[src/rtl/brseq_pkg.sv]
// Shared types for the conditional-branch sequencer: state enum, C2 encodings
// and the Moore strobe decode used by branch_sequencer.
package brseq_pkg;

  typedef enum logic [2:0] {
    IDLE = 3'd0,
    T3   = 3'd1,
    T4   = 3'd2,
    T5   = 3'd3,
    T6   = 3'd4,
    DONE = 3'd5
  } brseq_state_e;

  localparam logic [3:0] BR_ZR = 4'b0000;
  localparam logic [3:0] BR_NZ = 4'b0001;
  localparam logic [3:0] BR_PL = 4'b0010;
  localparam logic [3:0] BR_MI = 4'b0011;

  typedef struct packed {
    logic gra;
    logic r_out;
    logic con_in;
    logic pc_out;
    logic y_in;
    logic c_out;
    logic alu_add;
    logic z_in;
    logic zlow_out;
    logic pc_in;
    logic busy;
    logic done;
    logic taken;
    logic bad_cond;
  } brseq_strb_t;

  function automatic logic cond_legal(input logic [3:0] c2);
    return (c2 <= BR_MI);
  endfunction

  // At most one of r_out/pc_out/c_out/zlow_out is set in any state.
  function automatic brseq_strb_t decode_strobes(input brseq_state_e st,
                                                 input logic met,
                                                 input logic [3:0] c2);
    brseq_strb_t s;
    s = '0;
    case (st)
      IDLE: s.busy = 1'b0;
      T3: begin
        s.gra    = 1'b1;
        s.r_out  = 1'b1;
        s.con_in = 1'b1;
        s.busy   = 1'b1;
      end
      T4: begin
        s.pc_out = 1'b1;
        s.y_in   = 1'b1;
        s.busy   = 1'b1;
      end
      T5: begin
        s.c_out   = 1'b1;
        s.alu_add = 1'b1;
        s.z_in    = 1'b1;
        s.busy    = 1'b1;
      end
      T6: begin
        s.zlow_out = 1'b1;
        s.pc_in    = met;
        s.busy     = 1'b1;
      end
      DONE: begin
        s.done     = 1'b1;
        s.taken    = met;
        s.bad_cond = ~cond_legal(c2);
        s.busy     = 1'b1;
      end
      default: s = '0;
    endcase
    return s;
  endfunction

endpackage

[src/rtl/brseq_stats.sv]
// Saturating taken / not-taken branch counters with synchronous clear.
module brseq_stats
  import brseq_pkg::*;
#(
  parameter int CNT_W = 16
) (
  input  logic             clock,
  input  logic             reset_n,
  input  logic             stats_clr,
  input  logic             inc_taken,
  input  logic             inc_not_taken,
  output logic [CNT_W-1:0] taken_cnt,
  output logic [CNT_W-1:0] not_taken_cnt
);

  localparam logic [CNT_W-1:0] CNT_ONE = {{(CNT_W-1){1'b0}}, 1'b1};
  localparam logic [CNT_W-1:0] CNT_MAX = {CNT_W{1'b1}};

  logic [CNT_W-1:0] taken_cnt_q, taken_cnt_d;
  logic [CNT_W-1:0] not_taken_cnt_q, not_taken_cnt_d;

  // Next-count: clear wins over increment, counters stick at all-ones.
  always_comb begin
    taken_cnt_d     = taken_cnt_q;
    not_taken_cnt_d = not_taken_cnt_q;
    if (stats_clr) begin
      taken_cnt_d     = '0;
      not_taken_cnt_d = '0;
    end else begin
      if (inc_taken && (taken_cnt_q != CNT_MAX)) begin
        taken_cnt_d = taken_cnt_q + CNT_ONE;
      end else begin
        taken_cnt_d = taken_cnt_q;
      end
      if (inc_not_taken && (not_taken_cnt_q != CNT_MAX)) begin
        not_taken_cnt_d = not_taken_cnt_q + CNT_ONE;
      end else begin
        not_taken_cnt_d = not_taken_cnt_q;
      end
    end
  end

  // Counter registers.
  always_ff @(posedge clock or negedge reset_n) begin
    if (!reset_n) begin
      taken_cnt_q     <= '0;
      not_taken_cnt_q <= '0;
    end else begin
      taken_cnt_q     <= taken_cnt_d;
      not_taken_cnt_q <= not_taken_cnt_d;
    end
  end

  assign taken_cnt     = taken_cnt_q;
  assign not_taken_cnt = not_taken_cnt_q;

endmodule

[src/rtl/branch_sequencer.sv]
// Steps one brzr/brnz/brpl/brmi through T3..T6 and loads PC when CON holds.
// Optional statistics counters are built when BRSEQ_STATS_EN is defined.
module branch_sequencer
  import brseq_pkg::*;
#(
  parameter int CNT_W = 16
) (
  input  logic             clock,
  input  logic             reset_n,
  input  logic             start,
  input  logic [3:0]       c2,
  input  logic             con_met,
  output logic             gra,
  output logic             r_out,
  output logic             con_in,
  output logic             pc_out,
  output logic             y_in,
  output logic             c_out,
  output logic             alu_add,
  output logic             z_in,
  output logic             zlow_out,
  output logic             pc_in,
  output logic             busy,
  output logic             done,
  output logic             taken,
  output logic             bad_cond
`ifdef BRSEQ_STATS_EN
  ,
  input  logic             stats_clr,
  output logic [CNT_W-1:0] taken_cnt,
  output logic [CNT_W-1:0] not_taken_cnt
`endif
);

  brseq_state_e state_q, state_d;
  logic [3:0]   c2_q, c2_d;
  logic         met_q, met_d;
  brseq_strb_t  strb_q, strb_d;

  // Next-state and capture logic; strobes are decoded from the next state so
  // the outputs come straight off flops yet line up with the state register.
  always_comb begin
    state_d = state_q;
    c2_d    = c2_q;
    met_d   = met_q;
    case (state_q)
      IDLE: begin
        if (start) begin
          state_d = T3;
          c2_d    = c2;
          met_d   = 1'b0;
        end else begin
          state_d = IDLE;
        end
      end
      T3: state_d = T4;
      T4: begin
        // CON was strobed a full cycle ago, so con_met has settled by now.
        state_d = T5;
        met_d   = cond_legal(c2_q) ? con_met : 1'b0;
      end
      T5:      state_d = T6;
      T6:      state_d = DONE;
      DONE:    state_d = IDLE;
      default: state_d = IDLE;
    endcase
    strb_d = decode_strobes(state_d, met_d, c2_d);
  end

  // State, captured condition and output registers.
  always_ff @(posedge clock or negedge reset_n) begin
    if (!reset_n) begin
      state_q <= IDLE;
      c2_q    <= 4'b0000;
      met_q   <= 1'b0;
      strb_q  <= '0;
    end else begin
      state_q <= state_d;
      c2_q    <= c2_d;
      met_q   <= met_d;
      strb_q  <= strb_d;
    end
  end

  assign gra      = strb_q.gra;
  assign r_out    = strb_q.r_out;
  assign con_in   = strb_q.con_in;
  assign pc_out   = strb_q.pc_out;
  assign y_in     = strb_q.y_in;
  assign c_out    = strb_q.c_out;
  assign alu_add  = strb_q.alu_add;
  assign z_in     = strb_q.z_in;
  assign zlow_out = strb_q.zlow_out;
  assign pc_in    = strb_q.pc_in;
  assign busy     = strb_q.busy;
  assign done     = strb_q.done;
  assign taken    = strb_q.taken;
  assign bad_cond = strb_q.bad_cond;

`ifdef BRSEQ_STATS_EN
  brseq_stats #(
    .CNT_W(CNT_W)
  ) u_stats (
    .clock         (clock),
    .reset_n       (reset_n),
    .stats_clr     (stats_clr),
    .inc_taken     (strb_q.done & strb_q.taken),
    .inc_not_taken (strb_q.done & ~strb_q.taken),
    .taken_cnt     (taken_cnt),
    .not_taken_cnt (not_taken_cnt)
  );
`else
  logic [CNT_W-1:0] unused_cnt_s;
  assign unused_cnt_s = '0;
`endif

endmodule

[config.mk]
export PLATFORM = sky130hd
export DESIGN_NAME = branch_sequencer
export DESIGN_NICKNAME = d
export VERILOG_FILES = /design/src/rtl/brseq_pkg.sv /design/src/rtl/brseq_stats.sv /design/src/rtl/branch_sequencer.sv
export SDC_FILE = /design/constraint.sdc
export NUM_CORES = 1
export LEC_CHECK = 0
export CORE_MARGIN = 3
export CORE_UTILIZATION = 44
export DETAILED_ROUTE_END_ITERATION = 7
export GPL_TIMING_DRIVEN = 0
export PLACE_DENSITY = 0.8
export SETUP_SLACK_MARGIN = 0.5
export SLEW_MARGIN = 30
export SYNTH_ARGS = -nofsm -noshare
export SYNTH_HDL_FRONTEND = slang
export SYNTH_HIERARCHICAL = 1
export SYNTH_SLANG_ARGS = --single-unit
[constraint.sdc]
create_clock -name clock -period 2.8 [get_ports clock]
set_input_delay 0.28 -clock clock [delete_from_list [all_inputs] [get_ports clock]]
set_output_delay 0.28 -clock clock [all_outputs]
set_load 0.1 [all_outputs]
==> results of run 1 <==
layout make-up:
type,count,share of cell area [%]
sequential,15,45.8
timing repair buffer,19,23.2
tap,14,2.14
inverter,2,0.916
multi-input combinational,22,18.8
clock buffer,4,3.21
buffer,6,5.95
synthesized netlist by cell type (all sizes together):
| cell type | instances |
|---|---|
| dfrtp | 15 |
| nor2 | 7 |
| buf | 6 |
| inv | 2 |
| mux2 | 2 |
| nor3 | 2 |
| o21ai | 2 |
| a211oi | 1 |
| a32o | 1 |
| and2 | 1 |
| and3 | 1 |
| mux2i | 1 |
| nand2 | 1 |
| nand2b | 1 |
| nor4b | 1 |
| or2 | 1 |
per-layer routing:
metal / up-vias / GRT usage (%) / share of wire [%]
li1: 191 / - / -
met1: 175 / 14.0 / 43
met2: 16 / 18.8 / 47
met3: 2 / 2.58 / 6.9
met4: 0 / 7.45 / 2.6
met5: - / 0 / 0
stage by stage:
step	setup WS, ns	util, %	hold slack [ns]	std cells
floorplan	1.18	-	-0.0156	45
global placement	0.958	67.7	0.483	78
detailed placement	0.942	67.7	0.486	78
CTS	0.619	70.0	0.401	82
global route	0.594	70.0	0.433	82
finish	0.641	70.0	0.384	82
cell families (layout without fill, tap and decap cells):
kind of cell	after synthesis	count (layout)	synth area share, %
buffers and inverters	8	31	9.62
and+or+nand+nor	15	15	16.0
muxes	3	3	5.56
AOI/OAI and AO/OA	4	4	4.70
DFF	15	15	64.1
path summary, 6_finish.rpt:
check	startpoint	cells past startpoint	to
setup / recovery	con_in	2	gra
hold / removal	reset_n	1	pc_in
setup reg to reg	state_q[2]	3	c2_q[3]
hold reg to reg	met_q	1	pc_in
max in group asynchronous	reset_n	1	busy
min in group clock	met_q	1	pc_in
==> impl_metrics.tcl, run 1 <==
set metrics [dict create \
    grt_start_max_net_pins 16 \
    cts_made_buffers 3 \
    cts_tree "done" \
    htree_levels 1 \
    routed_wl_um 853 \
    routedWlPerCell_um 10.4 \
    crit_chain "buf_4, clkdlybuf4s50_1" \
    ant_nets 0 \
    outcome "complete, no violations" \
    cts_resized 0 \
    crit_type "reg -> out" \
    slowest_stage "clkdlybuf4s50_1" \
    grt_pass1_wl_um 1590 \
    fin_area_um2 820 \
    die_h_um 42.5 \
    cts_root_buffer "clkbuf_4" \
    clk_pin_slew_ns 0.08 \
    synth_top_area_share_pct 64.1 \
    min_period_ns 2.16 \
    ys_types 18 \
    grt_pass1_vias 370 \
    cp_max_fo 3 \
    coreArea_um2 1170 \
    final_nets 77 \
    cts_setup_buffers 0 \
    start_util_pct 50.0 \
    clockBufferDepth 2 \
    top_register "state_q" \
    start_kind "register" \
    hold_buffers 0 \
    maxCapViolCount 0 \
    gp_congestion 0.704 \
    rsz0062_at_grt "false" \
    via_count 384 \
    via_per_inst 4.68 \
    setup_viol 0 \
    cts.sinks 15 \
    end_kind "primary output" \
    diodes 0 \
    cp_data_arrival_time_ns 1.88 \
    die_w_um 42.5 \
    syn2layout_area_growth_pct 40.0 \
    fillers 93 \
    dp_hpwl_um 663 \
    antenna_found_initial 0 \
    tns_ns 0 \
    max_freq_mhz 463 \
    track_usage_pct 11.7 \
    cpPeakStageDelay_ns 1.12 \
    rrSetupSlack_ns 1.48 \
    required_ns 2.52 \
    clk_latency_ns 0.28 \
    overflow 0 \
    netlist_top_cells_area "dfrtp_1, buf_4, nor2_1" \
    syn_area_per_cell_um2 13.0 \
    cp_num_buf_inv 2 \
    fin_skew_ns 0.00377 \
    final_common_cell "clkdlybuf4s50_1" \
    drt-pass1-iter-count 3 \
    largest_registers "state_q: 3 flops, c2_q: 2 flops" \
    ys_warn_count 6 \
    hold_path_class "in -> async" \
    slew_viol_final 0 \
    synth_area_um2 586 \
    multiInputGateArea_um2 154 \
    num_rows 12 \
    numPortBuffers 19 \
    worstMarginPinSlew_ns 0.969 \
    route.detailed.drc 0 \
    drive_gt1_share_pct 20.6 \
    synth_nets 53 \
    boundaryPins 22 \
    ys_seq_area_share_pct 64.1 \
    placed_area_um2 793 \
    path_delay_family "buffers and inverters" \
    largest_reg_flops 3 \
    fin_crit_sh_pct 77.1 \
    final-hold-violation-count 0 \
    synth_cells 45 \
    fp.dieArea_um2 1800 \
    layout_common_cells "clkdlybuf4s50_1, dfrtp_1, nor2_1" \
    drt_iter0_drc 4 \
    ys_ff_latch 15 \
    relSlewSlack_pct 35.2 \
    regArea_um2 375 \
    synth.largest_area_cell "dfrtp_1" \
]
Power of run 1 is left out: the tool's default activity adds up to more than one toggle a clock period on the data nets, which glitch-free logic cannot reach.
==> run 2, diff against run 1 <==
--- a/config.mk
+++ b/config.mk
@@ -5,11 +5,12 @@
 export SDC_FILE = /design/constraint.sdc
 export NUM_CORES = 1
 export LEC_CHECK = 0
+export CORE_ASPECT_RATIO = 1.1
 export CORE_MARGIN = 3
-export CORE_UTILIZATION = 44
+export CORE_UTILIZATION = 37
 export DETAILED_ROUTE_END_ITERATION = 7
 export GPL_TIMING_DRIVEN = 0
-export PLACE_DENSITY = 0.8
+export PLACE_DENSITY = 0.72
 export SETUP_SLACK_MARGIN = 0.5
 export SLEW_MARGIN = 30
 export SYNTH_ARGS = -nofsm -noshare
==> constraint.sdc (replaced) <==
create_clock -name clock -period 1.8 [get_ports clock]
set_input_delay 0.18 -clock clock [delete_from_list [all_inputs] [get_ports clock]]
set_output_delay 0.18 -clock clock [all_outputs]
set_load 0.1 [all_outputs]
==> impl_metrics.tcl, run 2 (same netlist as run 1, synthesis figures left out) <==
set metrics [dict create \
    outcome "complete, no violations" \
    start_kind "register" \
    rr_worst_depth 3 \
    gp_congestion 0.761 \
    coreArea_um2 1420 \
    htree_levels 1 \
    boundaryPins 22 \
    drt_iter0_drc 4 \
    reg2reg_from "state_q[2]" \
    layout_common_cells "buf_4, dfrtp_1, buf_2" \
    final-hold-violation-count 0 \
    diodes 0 \
    relSlewSlack_pct 57.1 \
    fillers 124 \
    final_nets 79 \
    crit_start "state_q[2]" \
    cts_made_buffers 3 \
    multiInputGateArea_um2 161 \
    cts.sinks 15 \
    routedWlPerCell_um 12.0 \
    fin_crit_sh_pct 72.1 \
    wl_met2_um 521 \
    antenna_found_initial 0 \
    die_h_um 47.7 \
    hold_path_class "in -> async" \
    grt_pass1_vias 357 \
    fp.dieArea_um2 2100 \
    largest_registers "state_q: 3 flops, c2_q: 2 flops" \
    track_usage_pct 11.0 \
    cp_max_fo 6 \
    largest_reg_flops 3 \
    die_w_um 43.9 \
    min_period_ns 1.30 \
    crit_end "c2_q[2]" \
    grt_pass1_wl_um 1570 \
    fin_skew_ns 0.00521 \
    rsz0062_at_grt "true" \
    via_per_inst 4.58 \
    highest_layer "met4" \
    via_count 394 \
    ant_nets 0 \
    worstMarginPinSlew_ns 0.641 \
    start_util_pct 41.3 \
    clk_pin_slew_ns 0.09 \
    route.detailed.drc 0 \
    drt-pass1-iter-count 2 \
    regArea_um2 380 \
    num_rows 14 \
    slew_viol_final 0 \
    dp_hpwl_um 735 \
    top_register "state_q" \
    numPortBuffers 19 \
    required_ns 1.97 \
    clk_latency_ns 0.28 \
    rr_endpoint "c2_q[2]" \
    crit_type "reg -> reg" \
    dr_wl_met3_um 57 \
    cts_tree "done" \
    tns_ns 0 \
    overflow 0 \
    max_freq_mhz 771 \
    grt_start_max_net_pins 16 \
    drive_gt1_share_pct 48.6 \
    maxCapViolCount 0 \
    routed_wl_um 1030 \
    rrSetupSlack_ns 0.50 \
    cts_root_buffer "clkbuf_4" \
    clockBufferDepth 2 \
    end_kind "register" \
    syn2layout_area_growth_pct 35.3 \
    met1Wirelength_um 438 \
    setup_viol 0 \
    cp_data_arrival_time_ns 1.46 \
]
-- run 2: cell count changes in the layout (fill, tap and decap cells not counted) --
cell	before	now
buf_2	0	9
buf_4	5	11
clkbuf_4	3	4
clkdlybuf4s50_1	19	5
dfrtp_1	15	11
dfrtp_2	0	4
mux2_2	2	0
mux2_4	0	2
-- run 2: worst min path at each step --
stage               depth (start not counted)       to  slack, ns     from
floorplan                                   0  alu_add      -0.12  reset_n
global placement                            1    met_q       0.49    met_q
detailed placement                          1    pc_in       0.49    met_q
CTS                                         1  c2_q[3]       0.31  reset_n
global route                                1     busy       0.34  reset_n
finish                                      1     busy       0.29  reset_n
-- run 2: what timing repair did --
| action | CTS | global route |
|---|---|---|
| setup buffers | 0 | 2 |
| hold buffers | 0 | 0 |
| gates resized for setup | 75 | 3 |
| endpoints found under the setup margin | 16 | 3 |
| pin swaps | 1 | 1 |
-- run 2: through the flow --
step	cell area, um2	utilization (%)	hold slack [ns]	instances	setup WS (ns)
after CTS	767	54.1	0.315	84	0.441
after global routing	792	55.8	0.338	86	0.455
after floorplan	589	-	-0.116	45	0.536
final	792	55.8	0.288	86	0.503
after global placement	800	56.3	0.493	80	0.0641
after detailed placement	800	56.3	0.492	80	0.0375
-- run 2: worst max-delay path: stages, from the launching register on --
cell and delay, ns:
dfrtp_1 0.38, buf_6 0.13, nor4b_4 0.34, mux2_4 0.33
-- run 2: per-layer routing --
metal | global-route usage, % | vias to the layer above
met5 | 0 | -
met2 | 17.4 | 9
met3 | 2.26 | 2
met1 | 12.3 | 190
met4 | 10.8 | 0
li1 | - | 193
-- run 2: area by class of cell --
type,instances,share of cell area [%]
Multi-Input combinational cell,22,20.4
Inverter,2,0.948
Tap cell,16,2.53
Buffer,6,6.16
Timing Repair Buffer,21,18.6
Sequential cell,15,48.0
Clock buffer,4,3.32
Power of run 2 is left out for the same reason.
